===== src/rtl/pipe_ctrl_pkg.sv =====
// Shared hold codes and interrupt-entry FSM encodings for the pipeline control block.
// Hold codes are ordered so that any code >= HOLD_PC freezes the PC register.
package pipe_ctrl_pkg;

  localparam logic [2:0] HOLD_NONE = 3'd0;
  localparam logic [2:0] HOLD_PC   = 3'd1;
  localparam logic [2:0] HOLD_IF   = 3'd2;
  localparam logic [2:0] HOLD_ID   = 3'd3;

  localparam int FLUSH_CNT_W = 3;

  typedef enum logic [1:0] {
    ST_RUN       = 2'd0,
    ST_IRQ_DRAIN = 2'd1,
    ST_IRQ_JUMP  = 2'd2
  } state_e;

endpackage


===== src/rtl/pipe_ctrl_flush_counter.sv =====
// Down-counter timing the wrong-path flush window; load beats decrement, decrement stops at zero.
// One-cycle update latency; freezes whenever dec_en is low (pipeline held).
module flush_counter #(
  parameter int W = 3
) (
  input  logic         i_clock,
  input  logic         i_reset,
  input  logic         i_load,
  input  logic [W-1:0] i_load_val,
  input  logic         i_dec_en,
  output logic         o_nonzero
);

  logic [W-1:0] cnt_q;
  logic [W-1:0] cnt_d;

  always_comb begin
    cnt_d = cnt_q;
    if (i_load) begin
      cnt_d = i_load_val;
    end else if (i_dec_en && (cnt_q != '0)) begin
      cnt_d = cnt_q - 1'b1;
    end
  end

  always_ff @(posedge i_clock) begin
    if (i_reset) begin
      cnt_q <= '0;
    end else begin
      cnt_q <= cnt_d;
    end
  end

  assign o_nonzero = (cnt_q != '0);

endmodule


===== src/rtl/pipe_ctrl.sv =====
// Merges execute jumps, stall requests and interrupt entry into PC jump/hold/flush controls.
// Jump and hold are combinational (0 cycles); interrupt entry waits in IRQ_DRAIN while any hold is up.
module pipe_ctrl
  import pipe_ctrl_pkg::*;
#(
  parameter int FLUSH_CYCLES = 2
) (
  input  logic        i_clock,
  input  logic        i_reset,
  input  logic        i_ex_jump_flag,
  input  logic [31:0] i_ex_jump_addr,
  input  logic [31:0] i_ex_pc,
  input  logic        i_ex_hold_req,
  input  logic        i_bus_hold_req,
  input  logic        i_irq,
  input  logic        i_irq_enable,
  input  logic [31:0] i_irq_vector,
  output logic        o_jump_flag,
  output logic [31:0] o_jump_addr,
  output logic [2:0]  o_hold_flag,
  output logic        o_flush,
  output logic        o_irq_ack,
  output logic [31:0] o_epc,
  output logic        o_irq_busy
);

  localparam logic [FLUSH_CNT_W-1:0] FLUSH_LOAD = FLUSH_CNT_W'(FLUSH_CYCLES - 1);

  state_e      state_q, state_d;
  logic [31:0] epc_q, epc_d;
  logic        jump_flag;
  logic [31:0] jump_addr;
  logic        irq_ack;
  logic        irq_take;
  logic [2:0]  hold_code;
  logic        flush_nz;

  always_comb begin
    state_d   = state_q;
    epc_d     = epc_q;
    jump_flag = 1'b0;
    jump_addr = '0;
    irq_ack   = 1'b0;
    irq_take  = 1'b0;
    hold_code = (i_bus_hold_req || i_ex_hold_req || (state_q == ST_IRQ_DRAIN))
              ? HOLD_ID : HOLD_NONE;
    case (state_q)
      ST_RUN: begin
        jump_flag = i_ex_jump_flag;
        jump_addr = i_ex_jump_addr;
        // A coinciding execute jump wins; the level irq is simply retried later.
        irq_take  = i_irq && i_irq_enable && !i_ex_jump_flag
                 && !i_ex_hold_req && !i_bus_hold_req;
        if (irq_take) begin
          state_d = ST_IRQ_DRAIN;
          epc_d   = i_ex_pc;
        end
      end
      ST_IRQ_DRAIN: begin
        if (!i_ex_hold_req && !i_bus_hold_req) begin
          state_d = ST_IRQ_JUMP;
        end
      end
      ST_IRQ_JUMP: begin
        jump_flag = 1'b1;
        jump_addr = i_irq_vector;
        irq_ack   = 1'b1;
        state_d   = ST_RUN;
      end
      default: state_d = ST_RUN;
    endcase
  end

  always_ff @(posedge i_clock) begin
    if (i_reset) begin
      state_q <= ST_RUN;
      epc_q   <= '0;
    end else begin
      state_q <= state_d;
      epc_q   <= epc_d;
    end
  end

  flush_counter #(
    .W (FLUSH_CNT_W)
  ) u_flush_counter (
    .i_clock    (i_clock),
    .i_reset    (i_reset),
    .i_load     (jump_flag),
    .i_load_val (FLUSH_LOAD),
    .i_dec_en   (hold_code == HOLD_NONE),
    .o_nonzero  (flush_nz)
  );

  // Reset masks the combinational paths too, so downstream stages see a quiet bus.
  assign o_jump_flag = !i_reset && jump_flag;
  assign o_jump_addr = i_reset ? '0 : jump_addr;
  assign o_hold_flag = i_reset ? HOLD_NONE : hold_code;
  assign o_flush     = !i_reset && (jump_flag || flush_nz);
  assign o_irq_ack   = !i_reset && irq_ack;
  assign o_epc       = i_reset ? '0 : epc_q;
  assign o_irq_busy  = !i_reset && (state_q != ST_RUN);

endmodule


===== config.mk =====
export PLATFORM = sky130hd
export DESIGN_NAME = pipe_ctrl
export DESIGN_NICKNAME = d
export VERILOG_FILES = /design/src/rtl/pipe_ctrl_pkg.sv /design/src/rtl/pipe_ctrl_flush_counter.sv /design/src/rtl/pipe_ctrl.sv
export SDC_FILE = /design/constraint.sdc
export NUM_CORES = 1
export LEC_CHECK = 0
export ABC_AREA = 1
export BUFFER_PORTS_ARGS = -buffer_cell sky130_fd_sc_hd__buf_4
export CAP_MARGIN = 20
export CORE_MARGIN = 1
export CORE_UTILIZATION = 44
export DETAILED_ROUTE_END_ITERATION = 10
export GPL_ROUTABILITY_DRIVEN = 0
export PLACE_DENSITY = 0.87
export SYNTH_ARGS = -nofsm -noshare
export SYNTH_HDL_FRONTEND = slang
export SYNTH_SLANG_ARGS = --single-unit

===== constraint.sdc =====
create_clock -name i_clock -period 2.14 [get_ports i_clock]
set_clock_uncertainty 0.2 [all_clocks]
set_input_delay 0.214 -clock i_clock [delete_from_list [all_inputs] [get_ports i_clock]]
set_output_delay 0.214 -clock i_clock [all_outputs]
set_load 0.02 [all_outputs]

==> results of run 1 <==
==> stage by stage <==
stage / std cells / util (%) / hold slack, ns
finish: 665 / 80.6 / 0.0929
floorplan: 405 / - / 0.0910
global placement: 623 / 71.7 / 0.204
CTS: 665 / 80.6 / 0.0871
global route: 665 / 80.6 / 0.110
detailed placement: 623 / 71.7 / 0.204
==> where the power goes <==
group          internal [mW]  total (mW)  switching [mW]
logic                  0.273       0.534           0.261
clock network          0.380       0.628           0.248
registers              0.705       0.711         0.00575
==> state kept, by name, summed over array words and instances, names as in the netlist <==
name                   flops
state_q                    2
u_flush_counter.cnt_q      3
epc_q                     32
==> Yosys cell counts <==
cell type | count | area share [%]
sky130_fd_sc_hd__buf_4 | 3 | 0.97
sky130_fd_sc_hd__nand2_1 | 109 | 18
sky130_fd_sc_hd__nor2_2 | 2 | 0.54
sky130_fd_sc_hd__dfxtp_1 | 37 | 32
sky130_fd_sc_hd__o21ai_1 | 20 | 4.3
sky130_fd_sc_hd__nor2_1 | 70 | 11
sky130_fd_sc_hd__buf_2 | 10 | 2.1
sky130_fd_sc_hd__buf_6 | 2 | 0.97
sky130_fd_sc_hd__nand3_1 | 3 | 0.64
sky130_fd_sc_hd__clkbuf_1 | 17 | 2.7
sky130_fd_sc_hd__nor2_4 | 1 | 0.48
sky130_fd_sc_hd__nor4_1 | 1 | 0.27
sky130_fd_sc_hd__a21oi_1 | 37 | 7.9
sky130_fd_sc_hd__o21ai_0 | 12 | 2.6
sky130_fd_sc_hd__buf_1 | 1 | 0.16
sky130_fd_sc_hd__ha_1 | 2 | 1.1
sky130_fd_sc_hd__nand4_1 | 1 | 0.27
sky130_fd_sc_hd__conb_1 | 1 | 0.16
sky130_fd_sc_hd__inv_1 | 42 | 6.8
sky130_fd_sc_hd__clkinv_1 | 1 | 0.16
sky130_fd_sc_hd__nor3_1 | 32 | 6.9
sky130_fd_sc_hd__xor2_1 | 1 | 0.38
==> cells by family (layout without fill, tap and decap cells) <==
logic type               Yosys count  after routing  share of synthesized area [%]
other                              1              1                          0.161
AND/OR/NAND/NOR                  219            219                           37.9
AO/OA/AOI/OAI                     69             69                           14.8
adder cells (fa/ha/maj)            2              2                           1.07
flip-flops                        37             37                           31.8
buffers and inverters             76            266                           13.9
XOR/XNOR                           1              1                          0.376
==> worst min-delay path: cells and delay by family <==
| family | cells | cell delay, ns |
|---|---|---|
| buffers and inverters | 1 | 0.09 |
| AOI/OAI and AO/OA | 2 | 0.13 |
| and+or+nand+nor | 1 | 0.10 |
==> final timing paths <==
kind	startpoint	to	slack, ns
hold / removal	i_ex_jump_flag	u_flush_counter.cnt_q[2]$_SDFFE_PP0P_	0.09
setup / recovery	state_q[1]$_SDFFE_PP0P_	o_jump_addr[12]	0.15
setup reg to reg	state_q[0]$_SDFFE_PP0P_	state_q[1]$_SDFFE_PP0P_	0.55
hold reg to reg	u_flush_counter.cnt_q[1]$_SDFFE_PP0P_	u_flush_counter.cnt_q[1]$_SDFFE_PP0P_	0.28
==> area by class of cell <==
| class | instances | area (µm²) |
|---|---|---|
| well taps | 70 | 87.6 |
| flip-flops and latches | 37 | 741 |
| inverters | 43 | 161 |
| clock buffers | 7 | 86.3 |
| repair buffers | 215 | 1740 |
| fillers | 377 | 991 |
| multi-input cells | 292 | 1270 |
| clock inverters | 1 | 30.0 |
==> per-layer routing <==
layer  global-route usage (%)  vias up  wire [µm]
li1                         -     1631          -
met1                     31.6     1512       3310
met2                     55.8      143       4720
met3                     7.76       23        722
met4                     11.3        0        233
met5                        0        -          0
==> results.json, run 1 <==
{
  "run_status": "finished clean",
  "postPlaceCellArea_um2": 3660,
  "timing.setup.critical_path_class": "reg2out",
  "critical-path-top-cell-by-count": "sky130_fd_sc_hd__buf_4",
  "powerDensity_nw_per_um2": 455,
  "globalRouteOverflowTotal": 0,
  "synth.lib_cells_used.distinct": 22,
  "timing.hold.worst.class": "in2reg",
  "firstDrtPassIters": 5,
  "final_slew_viol_count": 0,
  "cp_startpoint_kind": "flop",
  "via_count": 3309,
  "hold_bufs_inserted_after_cts": 34,
  "hold_viol_final": 0,
  "route.final.wire_length_um": 8990,
  "nNetsFinal": 699,
  "drt-initial-drc-count": 145,
  "ys_seq_area_share_pct": 31.8,
  "grt_setup_unrepaired": "false",
  "worst-path-max-fanout": 24,
  "final_cell_mix": "178 x sky130_fd_sc_hd__buf_4, 108 x sky130_fd_sc_hd__nand2_1, 70 x sky130_fd_sc_hd__nor2_1",
  "drive_above_1_share_pct": 32.4,
  "number_of_h_tree_levels": 2,
  "total_leakage_power_nw": 2.03,
  "critPathTopFamily": "buffers and inverters",
  "clk-insertion-delay-late_ns": 0.28,
  "clock_path_buffers": 2,
  "diodes": 0,
  "synthesis.instances": 405,
  "placeableCoreArea_um2": 5110,
  "final.period_utilization_pct": 93.0,
  "chipWidth_um": 74.8,
  "crit_arrival_ns": 1.58,
  "timing.final.setup_violations": 0,
  "worstSetupPathDepth": 6,
  "clkTransAtPathRegs_ns": 0.06,
  "layout.cells.most_common": "sky130_fd_sc_hd__buf_4",
  "min_period_ns": 1.99,
  "maximum_number_of_pins_on_one_net_before_global_route_repair": 66,
  "worst-endpoint-required_ns": 1.73,
  "worstPathCellList": "inv_1 -> nor2_2 -> buf_4 -> nand2_1 -> a21oi_1 -> buf_4",
  "fin_ws_ns": 0.150,
  "yosysWarningCount": 0,
  "r2r_cells": 3,
  "ctsRootBufferMaster": "sky130_fd_sc_hd__clkbuf_8",
  "first_global_vias": 2816,
  "crit_buf_inv": 3,
  "dr_drc_count": 0,
  "postRouteAntennaNets": 0,
  "netlist_area_um2": 2330,
  "final_cell_area_um2": 4120,
  "gr_util_all_layers_pct": 29.7,
  "cts-buffers-inserted": 5,
  "clock_sinks": 37,
  "cap_violations": 0,
  "fp.dieH_um": 74.8,
  "slowest_delay_ns": 0.38,
  "ios": 174,
  "postSynthNetCount": 510,
  "synth.avg_cell_area_um2": 5.76,
  "grt_first_pass_wirelength_um": 12600,
  "worst_hold_stages": 4,
  "portBuffers": 172,
  "post_place_setup_slack_ns": 0.492,
  "half_perimeter_wire_length_after_placement_um": 5800,
  "cp-end-kind": "output port",
  "die-area_um2": 5590,
  "ys_ff_latch": 37,
  "area_delta_synth_final_pct": 76.6,
  "post-cts-setup-buffers": 0,
  "critPathSlowestCell": "sky130_fd_sc_hd__dfxtp_1",
  "rows": 26,
  "tritoncts": "yes",
  "total_power_after_layout_mw": 1.87,
  "clock.fmax_ghz": 0.503,
  "fin_tns_setup_ns": 0,
  "peakVddDrop_uv": 397,
  "post_cts_resize_count": 0,
  "wl_per_cell_um": 13.5,
  "antenna_found_initial": 0,
  "floorplan.initialDensity_pct": 45.6,
  "detail_route.vias_per_cell": 4.98
}
No activity file was read; power rests on OpenSTA's default activity.
==> inputs of run 2 (changes only) <==
CORE_UTILIZATION = 45   (was 44)
PLACE_DENSITY = 0.86   (was 0.87)
SYNTH_HIERARCHICAL = 1   (was unset)
==> results.json, run 2 <==
{
  "final_core_utilization_pct": 74.9,
  "rows": 26,
  "total_leakage_power_nw": 2.09,
  "ios": 174,
  "drt-initial-drc-count": 148,
  "worst-path-max-fanout": 33,
  "stdcell_count": 678,
  "portBuffers": 172,
  "place.detailed.instances": 670,
  "globalRouteOverflowTotal": 0,
  "synthMuxAreaShare_pct": 0,
  "detail_route.vias_per_cell": 4.78,
  "powerDensity_nw_per_um2": 446,
  "antenna_found_initial": 0,
  "slowest_delay_ns": 0.42,
  "ys_seq_area_share_pct": 29.3,
  "clkTransAtPathRegs_ns": 0.07,
  "largest_register_ff_count": 32,
  "nNetsFinal": 712,
  "layout.cells.most_common": "sky130_fd_sc_hd__buf_4",
  "yosys.area_share.simple_pct": 43.8,
  "route.final.wire_length_um": 8130,
  "first_global_vias": 2904,
  "worstPathCellList": "inv_1 -> nor2_2 -> buf_8 -> nand2_1 -> a21oi_1 -> buf_4",
  "number_of_h_tree_levels": 2,
  "regMostFlops": "epc_q",
  "clock.fmax_ghz": 0.492,
  "wl_per_cell_um": 12.0,
  "area_delta_synth_final_pct": 56.1,
  "firstDrtPassIters": 4,
  "synthXorXnorAreaFrac_pct": 0,
  "yosysWarningCount": 6,
  "fin_tns_setup_ns": 0,
  "crit_arrival_ns": 1.62,
  "maximum_number_of_pins_on_one_net_before_global_route_repair": 45,
  "drive_above_1_share_pct": 33.4,
  "fp.dieH_um": 76.9,
  "cp-end-kind": "output port",
  "async_reset_ff_share_pct": 0,
  "placeableCoreArea_um2": 5270,
  "floorplan.initialDensity_pct": 48.0,
  "min_period_ns": 2.03,
  "die-area_um2": 5920,
  "hold_viol_final": 0,
  "cp_startpoint_kind": "flop",
  "synth.lib_cells_used.distinct": 21,
  "cap_violations": 0,
  "synth.most_common_cell": "sky130_fd_sc_hd__nand2_1",
  "ctsRootBufferMaster": "sky130_fd_sc_hd__clkbuf_8",
  "critPathSlowestCell": "sky130_fd_sc_hd__dfxtp_1",
  "gr_util_all_layers_pct": 26.9,
  "ys_ff_latch": 37,
  "final_slew_viol_count": 0,
  "synth-compound-area-share_pct": 7.52,
  "peakVddDrop_uv": 338,
  "timing.setup.critical_path_class": "reg2out",
  "synthesis.instances": 446,
  "fin_hold_ws_ns": 0.0395,
  "synthDominantAreaCellType": "sky130_fd_sc_hd__dfxtp_1",
  "largest_registers": "epc_q (32), u_flush_counter/cnt_q (3), state_q (2)",
  "chipWidth_um": 76.9,
  "final.period_utilization_pct": 94.9,
  "timing.final.setup_violations": 0,
  "final_cell_mix": "183 x sky130_fd_sc_hd__buf_4, 110 x sky130_fd_sc_hd__nand2_1, 103 x sky130_fd_sc_hd__nor2_1",
  "run_status": "finished clean",
  "synth_adder_area_share_pct": 0.990,
  "synth_largest_type_area_fraction_pct": 29.3,
  "synth-edff-count": 0,
  "synth_top_cells_by_area": "sky130_fd_sc_hd__dfxtp_1 29%, sky130_fd_sc_hd__nand2_1 16%, sky130_fd_sc_hd__nor2_1 15%",
  "half_perimeter_wire_length_after_placement_um": 6010,
  "main_combinational_cell_family_by_area_after_synthesis": "simple AND/OR/NAND/NOR gates",
  "diodes": 0,
  "total_power_after_layout_mw": 1.76,
  "via_count": 3240,
  "postRouteAntennaNets": 0,
  "grt_setup_unrepaired": "false",
  "dr_drc_count": 0,
  "clock_path_buffers": 2,
  "clock_sinks": 37,
  "cts-buffers-inserted": 5,
  "netlist_area_um2": 2530,
  "synth_flop_cell": "sky130_fd_sc_hd__dfxtp_1",
  "timing.hold.worst.class": "in2reg",
  "clk-insertion-delay-late_ns": 0.29,
  "tritoncts": "yes",
  "synth.top_cells.by_count": "110 x sky130_fd_sc_hd__nand2_1, 103 x sky130_fd_sc_hd__nor2_1, 72 x sky130_fd_sc_hd__inv_1",
  "synth.avg_cell_area_um2": 5.67,
  "grt_first_pass_wirelength_um": 12900,
  "hold_bufs_inserted_after_cts": 0,
  "worst-endpoint-required_ns": 1.73
}
## run 2: what timing repair did
| item | CTS | global route |
|---|---|---|
| setup endpoints to repair | 0 | 10 |
| setup buffers | 0 | 0 |
| gates resized for setup | 0 | 2 |
## run 2: cell type report
cell class | instances | area [µm²]
Timing Repair Buffer | 184 | 1390
Multi-Input combinational cell | 303 | 1340
Fill cell | 436 | 1330
Sequential cell | 37 | 741
Inverter | 76 | 285
Clock buffer | 7 | 96.3
Tap cell | 70 | 87.6
Clock inverter | 1 | 5.00
## run 2: metrics by stage
step | area [µm²] | setup slack (ns)
2_1_floorplan | 2530 | 0.513
3_3_place_gp | 3840 | 0.367
3_5_place_dp | 3840 | 0.343
4_1_cts | 3940 | 0.0296
5_1_grt | 3950 | 0.0210
6_report | 3950 | 0.109
## run 2: where the power goes
| part | internal [mW] | switching, mW |
|---|---|---|
| registers | 0.707 | 0.0107 |
| logic | 0.246 | 0.258 |
| clock network | 0.291 | 0.246 |
| total | 1.24 | 0.515 |
## run 2: per-layer routing
metal | track usage, % | share of wire (%)
met1 | 28.9 | 39
met2 | 49.1 | 50
met3 | 6.31 | 8.5
met4 | 12.5 | 2.5
met5 | 0 | 0
## run 2: worst max-delay path, delay by kind of cell, from the launching register on
family	cells	cell delay, ns
compound gates	1	0.23
simple gates	2	0.19
flops	1	0.42
buf+inv	3	0.48
## run 2: logic make-up (layout without fill, tap and decap cells)
logic type                 after synthesis  count (layout)
DFF                                     37              37
buffers and inverters                  108             268
and+or+nand+nor                        259             259
AOI/OAI and AO/OA                       38              38
other                                    2               4
adders and majority gates                2               2
## run 2: final timing paths
kind	end	start	slack [ns]	cells past startpoint
max	o_jump_addr[15]	state_q[1]$_SDFFE_PP0P_	0.11	6
min	state_q[1]$_SDFFE_PP0P_	i_bus_hold_req	0.04	4
max reg2reg	epc_q[11]$_SDFFE_PP0P_	state_q[1]$_SDFFE_PP0P_	0.44	7
min reg2reg	u_flush_counter/cnt_q[1]$_SDFFE_PP0P_	u_flush_counter/cnt_q[1]$_SDFFE_PP0P_	0.28	2
==> inputs of run 3 (changes only) <==
ABC_AREA = unset   (was 1)
CORE_UTILIZATION = 44   (was 45)
PLACE_DENSITY = 0.87   (was 0.86)
REMOVE_ABC_BUFFERS = 1   (was unset)
==> results.json, run 3 <==
{
  "run_status": "finished clean",
  "grt_first_pass_wirelength_um": 9340,
  "diodes": 0,
  "async_reset_ff_share_pct": 0,
  "chipWidth_um": 74.9,
  "final_slew_viol_count": 0,
  "synthesis.instances": 223,
  "yosys.area_share.simple_pct": 24.8,
  "timing_worst_slew_pin_value_ns": 0.561,
  "ys_ff_latch": 37,
  "cp_startpoint_kind": "flop",
  "slowest_delay_ns": 0.45,
  "regMostFlops": "epc_q",
  "postRouteAntennaNets": 0,
  "worst_slew_margin_rel_pct": 62.6,
  "clock.fmax_ghz": 0.491,
  "critPathSlowestCell": "sky130_fd_sc_hd__dfxtp_2",
  "detail_route.vias_per_cell": 4.87,
  "synth-compound-area-share_pct": 15.4,
  "netlist_area_um2": 2340,
  "route.final.wire_length_um": 6680,
  "dr_drc_count": 0,
  "worst-endpoint-required_ns": 1.73,
  "synth_adder_area_share_pct": 1.07,
  "number_of_h_tree_levels": 2,
  "cts-buffers-inserted": 5,
  "timing.hold.worst.class": "in2reg",
  "drt-initial-drc-count": 48,
  "crit_path_start": "state_q[1]$_SDFFE_PP0P_",
  "synth_top_cells_by_area": "sky130_fd_sc_hd__dfxtp_1 32%, sky130_fd_sc_hd__mux2_4 19%, sky130_fd_sc_hd__nor2b_1 15%",
  "peakVddDrop_uv": 382,
  "first_global_vias": 2091,
  "timing.final.setup_violations": 0,
  "p_sw_share_pct": 26.8,
  "floorplan.initialDensity_pct": 45.8,
  "crit_buf_inv": 3,
  "ios": 174,
  "synthXorXnorAreaFrac_pct": 0,
  "portBuffers": 172,
  "globalRouteOverflowTotal": 0,
  "synth.lib_cells_used.distinct": 33,
  "wl_per_cell_um": 14.3,
  "synth_largest_type_area_fraction_pct": 31.6,
  "clock_path_buffers": 2,
  "min-delay-start": "i_bus_hold_req",
  "final_cell_mix": "179 x sky130_fd_sc_hd__buf_4, 56 x sky130_fd_sc_hd__nor2b_1, 36 x sky130_fd_sc_hd__dfxtp_1",
  "hold_bufs_inserted_after_cts": 0,
  "cellInternalPower_mw": 1.19,
  "netSwitchingPower_mw": 0.436,
  "clkTransAtPathRegs_ns": 0.07,
  "hold_viol_final": 0,
  "share_clk_of_total_power_pct": 28.7,
  "largest_register_ff_count": 32,
  "total_leakage_power_nw": 2.00,
  "synth.most_common_cell": "sky130_fd_sc_hd__nor2b_1",
  "grt_setup_unrepaired": "false",
  "clock_sinks": 37,
  "nNetsFinal": 501,
  "main_combinational_cell_family_by_area_after_synthesis": "simple AND/OR/NAND/NOR gates",
  "fin_hold_ws_ns": 0.0377,
  "powerDensity_nw_per_um2": 427,
  "ys_seq_area_share_pct": 31.6,
  "synthDominantAreaCellType": "sky130_fd_sc_hd__dfxtp_1",
  "fin_tns_setup_ns": 0,
  "worstPathCellList": "inv_1 -> nor3_4 -> buf_12 -> a22o_1 -> buf_4",
  "largest_registers": "epc_q (32), u_flush_counter/cnt_q (3), state_q (2)",
  "placeableCoreArea_um2": 5110,
  "yosysWarningCount": 6,
  "rows": 26,
  "drive_above_1_share_pct": 58.4,
  "layout.filler_cells": 381,
  "clk-insertion-delay-late_ns": 0.28,
  "synth.avg_cell_area_um2": 10.5,
  "critPathTopFamily": "buffers and inverters",
  "fp.dieH_um": 74.9,
  "tritoncts": "yes",
  "synth_flop_cell": "sky130_fd_sc_hd__dfxtp_1",
  "via_count": 2273,
  "layout.cells.most_common": "sky130_fd_sc_hd__buf_4",
  "crit_arrival_ns": 1.62,
  "cap_violations": 0,
  "worstReg2RegStart": "state_q[0]$_SDFFE_PP0P_",
  "firstDrtPassIters": 4,
  "antenna_found_initial": 0,
  "die-area_um2": 5620,
  "min_period_ns": 2.03,
  "half_perimeter_wire_length_after_placement_um": 5110,
  "cp-end-kind": "output port",
  "synthMuxAreaShare_pct": 20.6,
  "power.share.sequential_pct": 43.4,
  "ctsRootBufferMaster": "sky130_fd_sc_hd__clkbuf_8",
  "gr_util_all_layers_pct": 22.0,
  "share_comb_of_total_power_pct": 27.9,
  "synth.top_cells.by_count": "56 x sky130_fd_sc_hd__nor2b_1, 37 x sky130_fd_sc_hd__dfxtp_1, 32 x sky130_fd_sc_hd__a22o_1",
  "final.period_utilization_pct": 95.1,
  "maximum_number_of_pins_on_one_net_before_global_route_repair": 65,
  "worst-path-max-fanout": 33,
  "synth-edff-count": 0,
  "timing.setup.critical_path_class": "reg2out",
  "area_delta_synth_final_pct": 63.1
}
## run 3: cell types whose count changed in the layout (fill, tap and decap cells not counted), moves of 4 or more
cell	before	now
sky130_fd_sc_hd__mux2_4	0	30
sky130_fd_sc_hd__nand3_1	5	0
sky130_fd_sc_hd__nand2_1	110	1
sky130_fd_sc_hd__nand4_1	32	0
sky130_fd_sc_hd__and2b_1	0	10
sky130_fd_sc_hd__a21oi_1	35	1
sky130_fd_sc_hd__a22o_1	0	32
sky130_fd_sc_hd__nor2b_1	0	56
sky130_fd_sc_hd__nor2_1	103	6
sky130_fd_sc_hd__nor3_4	0	4
sky130_fd_sc_hd__buf_4	183	179
sky130_fd_sc_hd__inv_1	72	4
## run 3: cell families (layout without fill, tap and decap cells)
group / after synthesis / after routing
simple gates: 85 / 86
compound gates: 41 / 41
flops: 37 / 37
mux: 33 / 33
buf+inv: 23 / 194
fa+ha+maj: 2 / 2
other cells: 2 / 4
## run 3: cell type report
| class | count | area, µm² | area share [%] |
|---|---|---|---|
| Tap cell | 70 | 87.6 | 2.29 |
| Sequential cell | 37 | 742 | 19.4 |
| Clock buffer | 7 | 76.3 | 2.00 |
| Timing Repair Buffer | 182 | 1400 | 36.8 |
| Multi-Input combinational cell | 166 | 1490 | 38.9 |
| Clock inverter | 1 | 7.51 | 0.197 |
| Inverter | 4 | 15.0 | 0.393 |
## run 3: layer usage
metal / part of all wire [%] / vias to the layer above / global-route usage, %
met1: 36 / 1047 / 22.3
li1: - / 1119 / -
met2: 52 / 103 / 41.5
met3: 12 / 4 / 8.43
met4: 0.69 / 0 / 6.50
met5: 0 / - / 0
## run 3: final timing paths
check                                           to  slack [ns]  cells after the start
max                                o_jump_addr[20]        0.11                      5
min                        state_q[1]$_SDFFE_PP0P_        0.04                      4
min reg2reg  u_flush_counter/cnt_q[1]$_SDFFE_PP0P_        0.33                      2
max reg2reg                 epc_q[29]$_SDFFE_PP0P_        0.19                      4
## run 3: power groups by stage
stage	combinational (mW)	clock [mW]	sequential, mW
2_1_floorplan	0.188	0	0.721
3_3_place_gp	0.436	0	0.722
3_5_place_dp	0.444	0	0.723
4_1_cts	0.450	0.488	0.707
5_1_grt	0.489	0.511	0.708
6_report	0.454	0.468	0.707
## run 3: worst min-delay path, cell delays in order
cell and delay [ns]:
sky130_fd_sc_hd__buf_4 0.10, sky130_fd_sc_hd__nor2_1 0.06, sky130_fd_sc_hd__nand2_1 0.07, sky130_fd_sc_hd__nor3_1 0.04
## run 3: stage by stage
step	power, mW	cell area (µm²)	util, %	std cells	worst slack [ns]
after CTS	1.64	3780	74.1	464	0.0124
after detailed placement	1.17	3680	72.1	455	-0.00193
after global placement	1.16	3680	72.1	455	-0.00505
after floorplan	0.909	2220	-	206	-0.0312
after global routing	1.71	3820	74.8	467	0.0592
final	1.63	3820	74.8	467	0.105
## run 3: timing repair
item                       4_1_cts  5_1_grt
pin swaps                        1        2
setup buffers                    0        3
setup endpoints to repair       32       27
gates resized for setup          2        0
cloned                           1        0
